$ cat src/rtl/ls_issue_queue.sv
// In-order load/store issue queue: holds memory ops until base (and store data)
// operands arrive on the CDB, then issues strictly from the head to the address unit.
module ls_issue_queue #(
  parameter int DEPTH = 4,
  parameter int PTR_W = 2
) (
  input  logic             clk,
  input  logic             rst,
  input  logic             flush,
  input  logic             in_valid,
  output logic             in_ready,
  input  logic [4:0]       in_op,
  input  logic             in_is_store,
  input  logic [2:0]       in_rob,
  input  logic             in_base_rdy,
  input  logic [31:0]      in_base_val,
  input  logic [2:0]       in_base_tag,
  input  logic             in_data_rdy,
  input  logic [31:0]      in_data_val,
  input  logic [2:0]       in_data_tag,
  input  logic [31:0]      in_imm,
  input  logic             cdb_valid,
  input  logic [2:0]       cdb_rob,
  input  logic [31:0]      cdb_value,
  output logic             issue_valid,
  output logic [31:0]      issue_value1,
  output logic [31:0]      issue_value2,
  output logic [4:0]       issue_op,
  output logic [2:0]       issue_rob,
  output logic [31:0]      issue_ls_value,
  output logic [PTR_W:0]   count
);

  logic [PTR_W-1:0] r_head, r_tail;
  logic [PTR_W:0]   r_count;

  logic [4:0]  r_op   [DEPTH];
  logic        r_st   [DEPTH];
  logic [2:0]  r_rob  [DEPTH];
  logic        r_brdy [DEPTH];
  logic [31:0] r_bval [DEPTH];
  logic [2:0]  r_btag [DEPTH];
  logic        r_drdy [DEPTH];
  logic [31:0] r_dval [DEPTH];
  logic [2:0]  r_dtag [DEPTH];
  logic [31:0] r_imm  [DEPTH];

  logic        r_iss_vld;
  logic [31:0] r_iss_v1, r_iss_v2, r_iss_ls;
  logic [4:0]  r_iss_op;
  logic [2:0]  r_iss_rob;

  logic [DEPTH-1:0] w_live;
  logic             w_acc, w_issue;
  logic             w_in_brdy, w_in_drdy;
  logic [31:0]      w_in_bval, w_in_dval;

  // An entry is live when its distance from head is below the occupancy.
  for (genvar g = 0; g < DEPTH; g++) begin : g_live
    logic [PTR_W-1:0] w_off;
    assign w_off     = PTR_W'(g) - r_head;
    assign w_live[g] = {1'b0, w_off} < r_count;
  end

  assign in_ready = r_count < (PTR_W+1)'(DEPTH);
  assign w_acc    = in_valid && in_ready;
  assign w_issue  = (r_count != '0) && r_brdy[r_head] && (!r_st[r_head] || r_drdy[r_head]);

  // Operands produced on the CDB in the dispatch cycle are captured directly.
  assign w_in_brdy = in_base_rdy || (cdb_valid && cdb_rob == in_base_tag);
  assign w_in_bval = in_base_rdy ? in_base_val : cdb_value;
  assign w_in_drdy = in_data_rdy || (cdb_valid && cdb_rob == in_data_tag);
  assign w_in_dval = in_data_rdy ? in_data_val : cdb_value;

  always_ff @(posedge clk) begin
    if (rst || flush) begin
      r_head     <= '0;
      r_tail     <= '0;
      r_count    <= '0;
      r_iss_vld  <= 1'b0;
      r_iss_rob  <= '0;
      r_iss_v1   <= '0;
      r_iss_v2   <= '0;
      r_iss_op   <= '0;
      r_iss_ls   <= '0;
    end else begin
      if (w_acc)   r_tail <= r_tail + 1'b1;
      if (w_issue) r_head <= r_head + 1'b1;
      r_count   <= r_count + (PTR_W+1)'(w_acc) - (PTR_W+1)'(w_issue);
      r_iss_vld <= w_issue;
      r_iss_rob <= w_issue ? r_rob[r_head] : 3'd0;
      if (w_issue) begin
        r_iss_v1 <= r_bval[r_head];
        r_iss_v2 <= r_imm[r_head];
        r_iss_op <= r_op[r_head];
        r_iss_ls <= r_st[r_head] ? r_dval[r_head] : 32'd0;
      end
    end
  end

  // Entry payload needs no reset: liveness comes from head/count alone.
  always_ff @(posedge clk) begin
    if (!rst && !flush) begin
      for (int i = 0; i < DEPTH; i++) begin
        if (w_acc && r_tail == PTR_W'(i)) begin
          r_op[i]   <= in_op;
          r_st[i]   <= in_is_store;
          r_rob[i]  <= in_rob;
          r_brdy[i] <= w_in_brdy;
          r_bval[i] <= w_in_bval;
          r_btag[i] <= in_base_tag;
          r_drdy[i] <= w_in_drdy;
          r_dval[i] <= w_in_dval;
          r_dtag[i] <= in_data_tag;
          r_imm[i]  <= in_imm;
        end else if (w_live[i] && cdb_valid) begin
          if (!r_brdy[i] && r_btag[i] == cdb_rob) begin
            r_brdy[i] <= 1'b1;
            r_bval[i] <= cdb_value;
          end
          if (!r_drdy[i] && r_dtag[i] == cdb_rob) begin
            r_drdy[i] <= 1'b1;
            r_dval[i] <= cdb_value;
          end
        end
      end
    end
  end

  assign count          = r_count;
  assign issue_valid    = r_iss_vld;
  assign issue_rob      = r_iss_rob;
  assign issue_value1   = r_iss_v1;
  assign issue_value2   = r_iss_v2;
  assign issue_op       = r_iss_op;
  assign issue_ls_value = r_iss_ls;

endmodule

$ cat config.mk
export PLATFORM = sky130hd
export DESIGN_NAME = ls_issue_queue
export DESIGN_NICKNAME = d
export VERILOG_FILES = /design/src/rtl/ls_issue_queue.sv
export SDC_FILE = /design/constraint.sdc
export NUM_CORES = 1
export LEC_CHECK = 0
export BUFFER_PORTS_ARGS = -buffer_cell sky130_fd_sc_hd__buf_2
export CORE_MARGIN = 4
export CORE_UTILIZATION = 54
export CTS_CLUSTER_DIAMETER = 40
export CTS_CLUSTER_SIZE = 40
export DETAILED_ROUTE_END_ITERATION = 10
export PLACE_DENSITY = 0.77
export SLEW_MARGIN = 15
export SYNTH_ARGS = -nofsm -noshare
export SYNTH_HDL_FRONTEND = slang
export SYNTH_SLANG_ARGS = --single-unit
$ cat constraint.sdc
create_clock -name clk -period 3 [get_ports clk]
set_input_delay 0.15 -clock clk [delete_from_list [all_inputs] [get_ports clk]]
set_output_delay 0.15 -clock clk [all_outputs]
set_load 0.01 [all_outputs]
==> out/qor.yml <==
swShare_pct: 24.4
fin_cells: 3015
hold_slack_ns: 0.0419
grt_usage_pct: 29.8
dp_hpwl_um: 47100
drtIter0Drc: 2674
power.clock.fraction_pct: 46.2
cts_root_buffer: "clkbuf_16"
syn_inst: 2006
worstReg2RegStart: "count[1]"
place_inst: 2760
cts_buffers: 73
finalSetupTns_ns: 0
die_h_um: 231
wl_met3_um: 8320
fillers: 3351
fmax_mhz: 376
synth_edf_count: 450
async_reset_ff_share_pct: 0
ys_types: 46
startpoint: "count[1]"
coreArea_mm2: 0.0490
clk-insertion-delay-late_ns: 0.61
place.gp.congestion: 0.888
dieWidth_um: 231
rows: 81
port-buffer-count: 261
first_pass_iters: 6
cts_buffer_depth: 3
cp.arrival_ns: 3.09
power.static_leakage_nw: 10.8
multi_input_area_mm2: 0.0101
status: "finished, final reports clean"
worst_setup_path_end_kind: "register"
htree_levels: 3
p_switching_mw: 4.72
fin_area_mm2: 0.0325
crit_path_end: "r_dval[0][17]"
wl_met2_um: 40000
reg2reg_depth: 6
synth_area_mm2: 0.0267
p_int_mw: 14.6
slew_headroom_pct: 24.0
drv_slew: 0
boundaryPins: 262
dieArea_mm2: 0.0532
overflow: 0
max-cap-violations: 0
rsz0062_at_grt: "no"
clk_pin_slew_ns: 0.06
fin_crit_ns: 2.66
totalWireLength_um: 81200
fin_nets: 2450
ys.flop_type: "edfxtp_1"
syn-num-nets: 2169
ys_ff_latch: 566
seqCellArea_mm2: 0.0158
path_class: "register to register"
wl_met1_um: 29900
ir_worst_vdd_uv: 355
critPathMaxFanout: 57
yosysSeqAreaShare_pct: 59.2
max_slew.worst_pin.slew_ns: 1.14
power.density_mw_per_mm2: 594
placed_cell_area_mm2: 0.0288
ys_warn_count: 0
initial_core_util_pct: 54.6
routedWlPerCell_um: 26.9
cp-start-kind: "register"
grt_max_degree: 74
grt_pass1_wl_um: 122000
fin_worst_skew_ns: 0.0357
hold_violations: 0
hold_path.class: "input pin to register"
r2r_end: "r_dval[0][17]"
setup_viol: 0
comb_power_share_pct: 9.0
vias: 20200
vias_per_cell: 6.70
cts_resized: 0
cts.sinks: 566
r2r_slack_ns: 0.34
antenna_found_initial: 9
seqPwrFrac_pct: 44.7
drc_errors: 0
first_global_vias: 20500
post-route-period-util_pct: 88.6
cts_tree: "yes"
required_ns: 3.43
syn_to_final_growth_pct: 21.7
top_layer_used: "met5"
ant_nets: 0
drive_gt1_share_pct: 31.0
avgSynthCellArea_um2: 13.3
-- layer usage --
| metal | GRT usage, % | vias to the layer above |
|---|---|---|
| met5 | 0 | - |
| met4 | 12.6 | 8 |
| met3 | 6.08 | 248 |
| met2 | 49.3 | 1381 |
| met1 | 38.7 | 10000 |
| li1 | - | 8537 |
-- synthesized netlist by cell type, types with 2 or more instances --
cell type  count  area [µm²]
edfxtp_1     450       13500
nand2_1      170         638
clkbuf_1     139         522
nor3b_1      128         961
o2111ai_1    128        1120
o211ai_1     128         961
mux2_2       126        1420
dfxtp_1      116        2320
mux4_2       107        2410
o21ai_0       98         490
a21oi_1       78         390
nand3_1       75         375
buf_1         46         173
buf_2         46         230
nand4_1       34         213
xor2_1        25         219
nor2_1        20        75.1
inv_1         10        37.5
xnor2_1       10        87.6
ha_1           9         113
nand2b_1       8        50.1
and2_1         6        37.5
o21ai_1        6        30.0
buf_4          5        37.5
a41oi_1        4        35.0
clkbuf_2       4        20.0
o2111a_1       4        45.0
a211o_1        2        17.5
a31oi_1        2        12.5
clkinv_1       2        7.51
mux2_1         2        22.5
mux2i_1        2        20.0
nor4_1         2        12.5
or3_1          2        12.5
-- cells in the final DEF, fill, tap and decap left out, types with 34 or more instances in the layout --
master / n
o2111ai_1: 128
dfxtp_1: 112
nand4_1: 34
mux4_2: 107
buf_4: 52
dlygate4sd3_1: 116
a21oi_1: 74
buf_2: 261
nand2_1: 170
o21ai_0: 98
o211ai_1: 128
mux2_2: 126
nor3b_1: 128
edfxtp_1: 450
clkbuf_16: 75
nand3_1: 75
-- through the flow --
| stage | setup slack (ns) | power [mW] | utilization [%] |
|---|---|---|---|
| floorplan | 0.256 | 9.78 | - |
| global placement | 0.559 | 10.3 | 58.9 |
| detailed placement | 0.514 | 10.4 | 58.9 |
| CTS | 0.441 | 19.3 | 66.5 |
| global route | 0.265 | 19.9 | 66.5 |
| finish | 0.343 | 19.3 | 66.5 |
-- worst max-delay path, cell delays in order, from the launching register on --
cell and delay, ns:
dfxtp_1 0.47, inv_1 0.20, ha_1 0.39, a21oi_4 0.34
buf_4 0.69, o2111ai_1 0.20, o211ai_1 0.15
-- worst min-delay path by stage --
stage	startpoint	to	slack [ns]	depth (start not counted)
after global placement	in_rob[1]	r_rob[2][1]	0.36	1
after floorplan	in_base_tag[0]	r_btag[0][0]	0.25	0
after CTS	cdb_value[10]	r_bval[1][10]	0.004	2
after global routing	cdb_value[7]	r_dval[1][7]	0.04	2
final	cdb_value[29]	r_dval[1][29]	0.04	2
after detailed placement	in_is_store	r_st[2]	0.37	1
-- cell families after synthesis --
kind of cell	count (synthesis)	synth area share (%)
adder cells (fa/ha/maj)	10	0.496
multiplexers	237	14.5
buffers and inverters	253	3.88
AO/OA/AOI/OAI	454	11.7
AND/OR/NAND/NOR	451	9.07
XOR/XNOR	35	1.15
flip-flops	566	59.2
-- state kept, by name, indices dropped and copies added (netlist names), named ones only --
| register | cells |
|---|---|
| r_bval | 128 |
| r_imm | 128 |
| r_rob | 12 |
| r_head | 2 |
| issue_valid | 1 |
| issue_rob | 3 |
| r_dtag | 12 |
| r_op | 20 |
| issue_value1 | 32 |
| count | 3 |
| r_brdy | 4 |
| r_st | 4 |
| r_tail | 2 |
| issue_value2 | 32 |
| r_drdy | 4 |
| issue_op | 5 |
| r_btag | 12 |
| r_dval | 128 |
| issue_ls_value | 32 |
-- power groups by stage --
| stage | Sequential (mW) | Clock, mW | Combinational [mW] |
|---|---|---|---|
| floorplan | 8.80 | 0 | 0.979 |
| global placement | 8.80 | 0 | 1.51 |
| detailed placement | 8.80 | 0 | 1.56 |
| CTS | 8.64 | 9.00 | 1.70 |
| global route | 8.64 | 9.38 | 1.84 |
| finish | 8.64 | 8.94 | 1.75 |
-- repair_timing --
action	CTS	global route
hold endpoints to repair	415	0
hold buffers	116	0
buffers inserted	0	0
endpoints found under the setup margin	0	0
-- layout make-up --
| cell class | count | share of cell area (%) |
|---|---|---|
| Inverter | 12 | 0.138 |
| Timing Repair Buffer | 447 | 9.89 |
| Multi-Input combinational cell | 1187 | 30.9 |
| Clock buffer | 83 | 6.04 |
| Tap cell | 664 | 2.55 |
| Clock inverter | 50 | 1.71 |
| Sequential cell | 566 | 48.7 |
| Antenna cell | 6 | 0.0461 |
Note: power is estimated with default switching activity, not from simulation.
